[config.mk]
export PLATFORM = sky130hd
export DESIGN_NAME = taxi_eth_mac_stat_cnt_flat
export DESIGN_NICKNAME = d
export VERILOG_FILES = /design/src/rtl/taxi_eth_mac_stat_cnt_if.sv /design/src/rtl/taxi_eth_mac_stat_cnt.sv /design/src/flat_wrapper.sv
export SDC_FILE = /design/constraint.sdc
export NUM_CORES = 2
export LEC_CHECK = 0
export BUFFER_PORTS_ARGS = -buffer_cell sky130_fd_sc_hd__clkbuf_2
export CAP_MARGIN = 40
export CORE_MARGIN = 2
export CORE_UTILIZATION = 40
export CTS_BUF_LIST = sky130_fd_sc_hd__clkbuf_16
export DETAILED_ROUTE_END_ITERATION = 10
export GPL_ROUTABILITY_DRIVEN = 0
export PLACE_DENSITY = 0.56
export SLEW_MARGIN = 20
export SYNTH_ARGS = -nofsm -noshare
export SYNTH_HDL_FRONTEND = slang
export SYNTH_SLANG_ARGS = --single-unit
export TNS_END_PERCENT = 100
[constraint.sdc]
create_clock -name clk -period 3.3 [get_ports clk]
set_clock_uncertainty 0.05 [all_clocks]
set_input_delay 0.825 -clock clk [delete_from_list [all_inputs] [get_ports clk]]
set_output_delay 0.825 -clock clk [all_outputs]
set_load 0.01 [all_outputs]
[src/rtl/taxi_eth_mac_stat_cnt_if.sv]
// Read request/response bundle for the MAC statistics counter block.
// master = reader (requests, consumes responses), slave = counter block.
interface taxi_eth_mac_stat_cnt_if #(
    parameter int unsigned CNT_W  = 32,
    parameter int unsigned ADDR_W = 6
);
    logic              req_valid;
    logic              req_ready;
    logic [ADDR_W-1:0] req_addr;
    logic              req_clr;
    logic              rsp_valid;
    logic              rsp_ready;
    logic [CNT_W-1:0]  rsp_data;
    logic              rsp_wrap;
    logic              rsp_err;

    modport master (
        output req_valid, req_addr, req_clr, rsp_ready,
        input  req_ready, rsp_valid, rsp_data, rsp_wrap, rsp_err
    );

    modport slave (
        input  req_valid, req_addr, req_clr, rsp_ready,
        output req_ready, rsp_valid, rsp_data, rsp_wrap, rsp_err
    );
endinterface

[src/rtl/taxi_eth_mac_stat_cnt.sv]
// Multi-channel MAC event / link-change counters with a valid/ready read port.
// Optional TAXI_STAT_SNAPSHOT_EN adds a snap input and shadow copies that reads return.
module taxi_eth_mac_stat_cnt #(
    parameter int unsigned CH_CNT   = 4,
    parameter int unsigned EVT_CNT  = 10,
    parameter int unsigned CNT_W    = 32,
    parameter bit          SATURATE = 1'b1,
    parameter int unsigned ADDR_W   = $clog2(CH_CNT*(EVT_CNT+1))
) (
    input  logic                      clk,
    input  logic                      rst_n,
    input  logic [CH_CNT*EVT_CNT-1:0] evt,
    input  logic [CH_CNT*2-1:0]       link_speed,
`ifdef TAXI_STAT_SNAPSHOT_EN
    input  logic                      snap,
`endif
    input  logic                      clr_all,
    taxi_eth_mac_stat_cnt_if.slave    bus
);

    localparam int unsigned N = CH_CNT * (EVT_CNT + 1);

    typedef enum logic {StIdle, StResp} state_e;

    state_e            state_q, state_d;
    logic              rdy_en_q;
    logic [1:0]        speed_q [CH_CNT];
    logic [CNT_W-1:0]  cnt_q [N];
    logic [CNT_W-1:0]  cnt_d [N];
    logic [N-1:0]      wrap_q, wrap_d;
    logic [N-1:0]      inc;
    logic [CNT_W-1:0]  rd_cnt;
    logic              rd_wrap;
    logic              in_range, accept, clr_live;
    logic [CNT_W-1:0]  rsp_data_q;
    logic              rsp_wrap_q, rsp_err_q;

`ifdef TAXI_STAT_SNAPSHOT_EN
    logic [CNT_W-1:0]  snap_cnt_q [N];
    logic [N-1:0]      snap_wrap_q;
`endif

    assign in_range = 32'(bus.req_addr) < N;
    assign accept   = bus.req_valid && bus.req_ready;
`ifdef TAXI_STAT_SNAPSHOT_EN
    assign clr_live = accept && bus.req_clr && in_range && !snap;
`else
    assign clr_live = accept && bus.req_clr && in_range;
`endif

    // Slot EVT_CNT of each channel is the link-change counter.
    always_comb begin
        inc = '0;
        for (int unsigned ch = 0; ch < CH_CNT; ch++) begin
            for (int unsigned e = 0; e < EVT_CNT; e++) begin
                inc[ch*(EVT_CNT+1)+e] = evt[ch*EVT_CNT+e];
            end
            inc[ch*(EVT_CNT+1)+EVT_CNT] = link_speed[ch*2+:2] != speed_q[ch];
        end
    end

    always_comb begin
        for (int unsigned i = 0; i < N; i++) begin
            cnt_d[i]  = cnt_q[i];
            wrap_d[i] = wrap_q[i];
            if (inc[i]) begin
                if (&cnt_q[i]) begin
                    if (!SATURATE) begin
                        cnt_d[i]  = '0;
                        wrap_d[i] = 1'b1;
                    end
                end else begin
                    cnt_d[i] = cnt_q[i] + CNT_W'(1);
                end
            end
            // Clear-on-read keeps an event landing on the accept edge.
            if (clr_live && (ADDR_W'(i) == bus.req_addr)) begin
                cnt_d[i]  = CNT_W'(inc[i]);
                wrap_d[i] = 1'b0;
            end
            if (clr_all) begin
                cnt_d[i]  = '0;
                wrap_d[i] = 1'b0;
            end
        end
    end

    always_ff @(posedge clk or negedge rst_n) begin
        if (!rst_n) begin
            for (int unsigned i = 0; i < N; i++) cnt_q[i] <= '0;
            for (int unsigned ch = 0; ch < CH_CNT; ch++) speed_q[ch] <= 2'b10;
            wrap_q <= '0;
        end else begin
            for (int unsigned i = 0; i < N; i++) cnt_q[i] <= cnt_d[i];
            for (int unsigned ch = 0; ch < CH_CNT; ch++) speed_q[ch] <= link_speed[ch*2+:2];
            wrap_q <= wrap_d;
        end
    end

`ifdef TAXI_STAT_SNAPSHOT_EN
    always_ff @(posedge clk or negedge rst_n) begin
        if (!rst_n) begin
            for (int unsigned i = 0; i < N; i++) snap_cnt_q[i] <= '0;
            snap_wrap_q <= '0;
        end else if (clr_all) begin
            for (int unsigned i = 0; i < N; i++) snap_cnt_q[i] <= '0;
            snap_wrap_q <= '0;
        end else if (snap) begin
            for (int unsigned i = 0; i < N; i++) snap_cnt_q[i] <= cnt_q[i];
            snap_wrap_q <= wrap_q;
        end
    end
`endif

    always_comb begin
        rd_cnt  = '0;
        rd_wrap = 1'b0;
        for (int unsigned i = 0; i < N; i++) begin
            if (ADDR_W'(i) == bus.req_addr) begin
`ifdef TAXI_STAT_SNAPSHOT_EN
                rd_cnt  = snap_cnt_q[i];
                rd_wrap = snap_wrap_q[i];
`else
                rd_cnt  = cnt_q[i];
                rd_wrap = wrap_q[i];
`endif
            end
        end
    end

    always_ff @(posedge clk or negedge rst_n) begin
        if (!rst_n) begin
            state_q  <= StIdle;
            rdy_en_q <= 1'b0;
        end else begin
            state_q  <= state_d;
            rdy_en_q <= 1'b1;
        end
    end

    always_comb begin
        state_d = state_q;
        unique case (state_q)
            StIdle: if (accept) state_d = StResp;
            StResp: if (bus.rsp_ready) state_d = StIdle;
            default: state_d = StIdle;
        endcase
    end

    // rdy_en_q holds ready low until the first edge after reset release.
    always_comb begin
        bus.req_ready = (state_q == StIdle) && rdy_en_q;
        bus.rsp_valid = (state_q == StResp);
        bus.rsp_data  = rsp_data_q;
        bus.rsp_wrap  = rsp_wrap_q;
        bus.rsp_err   = rsp_err_q;
    end

    always_ff @(posedge clk or negedge rst_n) begin
        if (!rst_n) begin
            rsp_data_q <= '0;
            rsp_wrap_q <= 1'b0;
            rsp_err_q  <= 1'b0;
        end else if (accept) begin
            rsp_data_q <= in_range ? rd_cnt : '0;
            rsp_wrap_q <= in_range && rd_wrap;
            rsp_err_q  <= !in_range;
        end
    end

endmodule

[src/flat_wrapper.sv]
// flat-port wrapper written by rule: the top's interface ports become plain ports
module taxi_eth_mac_stat_cnt_flat 
#(
    parameter int unsigned CH_CNT   = 4,
    parameter int unsigned EVT_CNT  = 10,
    parameter int unsigned CNT_W    = 32,
    parameter bit          SATURATE = 1'b1,
    parameter int unsigned ADDR_W   = $clog2(CH_CNT*(EVT_CNT+1))
)
  (clk, rst_n, evt, link_speed, clr_all, bus_req_valid, bus_req_addr, bus_req_clr, bus_rsp_ready, bus_req_ready, bus_rsp_valid, bus_rsp_data, bus_rsp_wrap, bus_rsp_err);
  taxi_eth_mac_stat_cnt_if #(.CNT_W(CNT_W), .ADDR_W(ADDR_W)) bus_i ();
  input  logic clk;
  input  logic rst_n;
  input  logic [CH_CNT*EVT_CNT-1:0] evt;
  input  logic [CH_CNT*2-1:0] link_speed;
  input  logic clr_all;
  input wire logic [$bits(bus_i.req_valid)-1:0] bus_req_valid;
  input wire logic [$bits(bus_i.req_addr)-1:0] bus_req_addr;
  input wire logic [$bits(bus_i.req_clr)-1:0] bus_req_clr;
  input wire logic [$bits(bus_i.rsp_ready)-1:0] bus_rsp_ready;
  output wire logic [$bits(bus_i.req_ready)-1:0] bus_req_ready;
  output wire logic [$bits(bus_i.rsp_valid)-1:0] bus_rsp_valid;
  output wire logic [$bits(bus_i.rsp_data)-1:0] bus_rsp_data;
  output wire logic [$bits(bus_i.rsp_wrap)-1:0] bus_rsp_wrap;
  output wire logic [$bits(bus_i.rsp_err)-1:0] bus_rsp_err;
  assign bus_i.req_valid = bus_req_valid;
  assign bus_i.req_addr = bus_req_addr;
  assign bus_i.req_clr = bus_req_clr;
  assign bus_i.rsp_ready = bus_rsp_ready;
  assign bus_req_ready = bus_i.req_ready;
  assign bus_rsp_valid = bus_i.rsp_valid;
  assign bus_rsp_data = bus_i.rsp_data;
  assign bus_rsp_wrap = bus_i.rsp_wrap;
  assign bus_rsp_err = bus_i.rsp_err;
  taxi_eth_mac_stat_cnt #(.CH_CNT(CH_CNT), .EVT_CNT(EVT_CNT), .CNT_W(CNT_W), .SATURATE(SATURATE), .ADDR_W(ADDR_W)) u_core (.clk(clk), .rst_n(rst_n), .evt(evt), .link_speed(link_speed), .clr_all(clr_all), .bus(bus_i));
endmodule
# Yosys cells after proc, flatten, opt, wreduce, memory -nomap -nowiden

Index checks and enable logic that the tools add are counted.

Bitwise operators: 1
Add/subtract/negate cells: 44
Muxes and demuxes: 356
Reductions and logical operators: 227
$lt $le $gt $ge: 1
Equality and inequality tests: 91

Operators by type and width:

| kind                                                             | number |
|---|---|
| 32-bit two-way mux                                               | 221 |
| 32-bit by 1-bit adder with 32-bit output (second input constant) | 44 |
| 32-bit AND reduction                                             | 44 |
| 1-bit two-way mux                                                | 134 |
| 3-bit != test (second input constant)                            | 44 |
| 3-bit nonzero test                                               | 44 |
| 5-bit by 6-bit == test with 1-bit output (first input constant)  | 16 |
| 2-bit AND reduction                                              | 44 |
| 2-bit nonzero test                                               | 44 |
| 6-bit == test (first input constant)                             | 12 |
| 1-bit logical AND                                                | 49 |
| 4-bit by 6-bit == test with 1-bit output (first input constant)  | 8 |
| 3-bit by 6-bit == test with 1-bit output (first input constant)  | 4 |
| 2-bit by 6-bit == test with 1-bit output (first input constant)  | 2 |
| 2-bit != test                                                    | 4 |
| 1-bit by 6-bit == test with 1-bit output (first input constant)  | 1 |
| 6-bit logical NOT                                                | 1 |
| 6-bit < comparator (second input constant)                       | 1 |
| 1-bit one-hot mux with 2 select lines                            | 1 |
| 1-bit logical NOT                                                | 1 |
| 1-bit NOT                                                        | 1 |

Register bits: 1496
Input bits: 60
Logic and storage cells: 817

# Depth between registers and ports, before layout

Word-level depth: 46
Mapped depth: 14
Gate-level depth less buffers: 9

# Worst setup path before layout

OpenSTA, ideal clock, no wires.

Path type: input to register
From: in bus_req_addr[1]
To: reg u_core.rsp_data_q[11], in the netlist u_core.bus.rsp_data[11]
Arrival: 2866 ps
Library setup time: 143 ps
Setup slack: 240 ps
Cell stages on the path: 10
Buffers on the path: 2
Path through: buf_2 -> or4b_1 -> buf_2 -> or3_1 -> o2111ai_1 -> a21oi_1 -> o41ai_1 -> a41oi_1 -> o221ai_1 -> a311oi_1

Cells in the longest elaborated chain, start to end: 46
Elaborated cells between the ends (all ways): 90

Ends and longest elaborated chain:

| what                              | line                         | RTL |
|---|---|---|
| start, declared                   | flat_wrapper.sv:18           | `input wire logic [$bits(bus_i.req_addr)-1:0] bus_req_addr;` |
| 6-bit logical NOT                 | taxi_eth_mac_stat_cnt.sv:119 | `if (ADDR_W'(i) == bus.req_addr) begin` |
| 32-bit two-way mux (44 in series) | taxi_eth_mac_stat_cnt.sv:119 |  |
| 32-bit two-way mux (*)            | taxi_eth_mac_stat_cnt.sv:165 | `rsp_data_q <= in_range ? rd_cnt : '0;` |
| end signal, assigned              | taxi_eth_mac_stat_cnt.sv:165 |  |
| end, declared                     | taxi_eth_mac_stat_cnt.sv:35  | `logic [CNT_W-1:0] rsp_data_q;` |

Mark *: on every way between the ends. The rest lies on a longest branch, timed or not.
A chain may end at the register's enable or synchronous reset.

# Final worst setup path

From: in bus_req_addr[2]
To: reg u_core.rsp_data_q[29], in the netlist u_core.bus.rsp_data[29]

Same word-level chain as after synthesis.

==> key figures <==
Worst setup path
  • R2R Path End: u_core.bus.rsp_data[11]
  • Crit Path Max Fanout: 13
  • WP data required: 3.97 ns
  • Startpoint class of the critical path: primary input
  • Worst R2R Path Depth: 8
  • Crit Path Category: primary input to flip-flop
  • Worst R2R Setup Slack: about 0.070 ns
  • Crit. End Element: flip-flop
  • Critical path arrival: 4.09 ns
  • R2R Path Start: u_core.cnt_q[1131]

CTS
  • Deepest clock path buffer count: 3
  • TritonCTS clock tree: done
  • Clock slew seen by the registers of the worst setup and hold paths: 0.06 ns
  • CTS root buf: clkbuf_16
  • Clock latency reported for the late side of the worst-skew pair: 0.86 ns
  • Post-CTS setup repair buffer count: 0
  • CTS H-tree depth: 4
  • Num CTS Buffers: 168
  • Clk sink count: 1451

Synthesis
  • Synth Instances: 9670
  • Syn_area_per_cell: 8.67 um2
  • Yosys warning count: 0
  • Synth cell types: 117
  • Sequential share of the synthesized area: 43.3%
  • Post-Syn Nets: between 9000 and 10000
  • EDFF count, synth: 0
  • FFs w/ async S/R, synth: 100%
  • Synth Cell Area: 83800 um2
  • Dominant synthesized flop cell: dfrtp_1
  • Yosys reg bits: 1451

STA
  • Setup TNS: -0.372 ns
  • Setup Viol. Count Final: 5
  • Final worst-path cycle share: 104%
  • Setup ws final: -0.119 ns
  • Slew @ Worst Pin: 0.997 ns
  • Minimum clock period: about 3.4 ns
  • Slew Viols, Final: 0
  • RSZ-0062 raised after global routing: no
  • Max Freq: 0.292 GHz
  • Final Hold Viols: 0
  • Max-Slew Margin vs Limit: 33.5%

Final layout
  • Ratio of cells with drive above 1 in the final layout: 14.6%
  • Most frequent cells in the layout: nor2_1, dfrtp_1, buf_4
  • Number of nets in the layout: 10600
  • Most common cell after layout, fill and taps aside: nor2_1
  • Fin area: 101000 um2
  • Non-Filler Instances: between 10000 and 15000
  • P&R area growth vs syn: 20.0%
  • Fillers: a little over 20000

Power
  • Pint: 28.7 mW
  • Pwr Total: 39.2 mW
  • Power per cell area: 390 nW/um2
  • Leak Pwr: 42.2 nW
  • Net Sw Frac: around 27%
  • Flop pwr share: around 47%
  • Comb pwr share: 7.4%
  • IR drop worst, VDD: 0.000571 V
  • NetSw: 10.5 mW
  • Clock group share of total power: 46.2%

Floorplanning
  • Die X: 462 um
  • Core area: 209000 um2
  • Row cnt: 168
  • Initial Util: 40.1%
  • I/O pins: 96
  • Die area: between 200000 and 250000 um2
  • Die Ht: approximately 460 um

GRT
  • GRT Residual Overflow: 0
  • Global-route wire length before repair: 563 mm
  • Largest net degree at the start of global routing: 95
  • Initial antenna violation count: 36
  • Gr usage total: 36.2%
  • Vias in the first global route: 78300

Min path
  • Worst-case hold path end point: u_core.speed_q[5]
  • Hold Crit Class: primary input to flip-flop
  • Min-delay src: link_speed[3]
  • Hold path depth: 1

Outcome
  • Failing checks: setup timing
  • Status: complete, but fails checks

Place
  • IO Port Bufs: between 90 and 100
  • Post-DP Area: between 90000 and 100000 um2
  • Post-Place Cells: about 13000
  • HPWL after DPL: around 310 mm

Routing
  • WL/cell: 29.2 um
  • Count of TritonRoute iterations in the first routing pass: 10
  • Residual DRC count: 0
  • Total wire length: 393 mm
  • Via density per instance: 6.28
  • Via count: about 85000
  • DRT antenna net count: 0
  • Drt initial violations: 12100

Flow run
  • Max Cap Viol: 0
[layer usage]
metal / track usage (%) / part of all wire [%] / vias to the layer above
met5: 0 / 0.067 / -
met3: 10.9 / 12 / 1480
met2: 51.9 / 41 / 5227
met1: 45.4 / 37 / 41700
li1: - / - / 36200
met4: 28.1 / 9.8 / 38
[registers in the layout (all words and copies together) (netlist names)]
| register | flops |
|---|---|
| u_core.rdy_en_q | 1 |
| u_core.bus.rsp_valid | 1 |
| u_core.bus.rsp_err | 1 |
| u_core.bus.rsp_data | 32 |
| u_core.speed_q | 8 |
| u_core.cnt_q | 1408 |
[stage by stage]
step,worst slack [ns],utilization [%],hold slack (ns)
after floorplan,0.240,-,0.401
after global placement,-1.59,45.5,0.418
after detailed placement,-1.31,45.6,0.417
after CTS,0.00282,48.1,0.0000331
after global routing,0.00426,48.1,0.0154
final,-0.119,48.1,0.0319
[timing repair]
action	in CTS	in global routing
pin swaps	0	1
hold endpoints to repair	31	0
endpoints found under the setup margin	4	14
resized for setup	5	17
hold buffers	3	0
[cell usage after synthesis, drive strengths merged (14+ instances only)]
cell	instances	area, um2
a2111oi	28	254
xnor2	422	3700
o21a	16	120
nand2b	21	131
nor3	224	1150
a21oi	422	2120
or4	22	165
a311oi	14	123
mux2	18	203
a221o	23	230
o221ai	38	333
a222oi	35	350
nand2	854	3210
and4	146	1280
inv	164	616
nand3	626	3140
and3	256	1610
o21ai	445	2230
or2	24	150
o31ai	18	140
a22o	31	272
dfrtp	1447	36200
nor4	91	616
a211oi	36	270
o2111ai	17	149
o211ai	30	225
mux2i	53	531
a22oi	225	1690
a221oi	78	683
clkbuf	299	1120
nand4	355	2230
ha	44	551
xor2	725	6350
a31oi	38	250
nor2b	40	250
and2	82	516
nor2	1645	6220
o22ai	58	363
buf	160	828
or3	195	1220
[worst max-delay path by stage]
| stage | startpoint | slack (ns) | cells after the start | endpoint |
|---|---|---|---|---|
| final | bus_req_addr[2] | -0.12 | 13 | u_core.bus.rsp_data[29] |
| after global routing | bus_req_addr[5] | 0.004 | 10 | u_core.bus.rsp_data[7] |
| after CTS | bus_req_addr[5] | 0.003 | 10 | u_core.bus.rsp_data[7] |
| after detailed placement | bus_req_addr[2] | -1.31 | 12 | u_core.bus.rsp_data[9] |
| after global placement | bus_req_addr[2] | -1.59 | 12 | u_core.bus.rsp_data[9] |
| after floorplan | bus_req_addr[1] | 0.24 | 10 | u_core.bus.rsp_data[11] |
[logic make-up (layout without fill, tap and decap cells)]
kind of cell	after synthesis	after routing	share of synthesized area [%]
mux	73	73	0.929
simple gates	4652	4652	26.9
xor+xnor	1147	1147	12.0
fa+ha+maj	44	44	0.657
buf+inv	624	1590	3.07
compound gates	1677	1677	13.1
other cells	2	21	0.00896
flops	1451	1451	43.3
[power groups by stage]
stage          registers, mW  logic (mW)  clock network (mW)
2_1_floorplan           18.4        1.08                   0
3_5_place_dp            18.5        2.79                   0
6_report                18.2        2.89                18.1
3_3_place_gp            18.5        2.77                   0
5_1_grt                 18.2        3.05                19.1
4_1_cts                 18.2        2.81                18.3
[critical path: stages]
cell,delay (ns)
clkbuf_2,0.26
or2_4,0.28
nor2_2,0.06
buf_4,0.17
buf_4,0.19
buf_4,0.16
a222oi_1,0.83
nand2_1,0.17
o2111ai_2,0.27
a31oi_1,0.18
buf_4,0.20
o21ai_0,0.38
nand2_1,0.10
[final cells by class]
class / instances / area, um2 / share of cell area (%)
antenna: 19 / 47.5 / 0.0473
clock buffer: 170 / 4250 / 4.23
clock inverter: 124 / 922 / 0.917
inverter: 165 / 621 / 0.617
multi-input combinational: 7595 / 45300 / 45.1
sequential: 1451 / 36300 / 36.1
tap: 2805 / 3510 / 3.49
timing repair buffer: 1131 / 9560 / 9.51
Power figures use the tool's default switching activity.
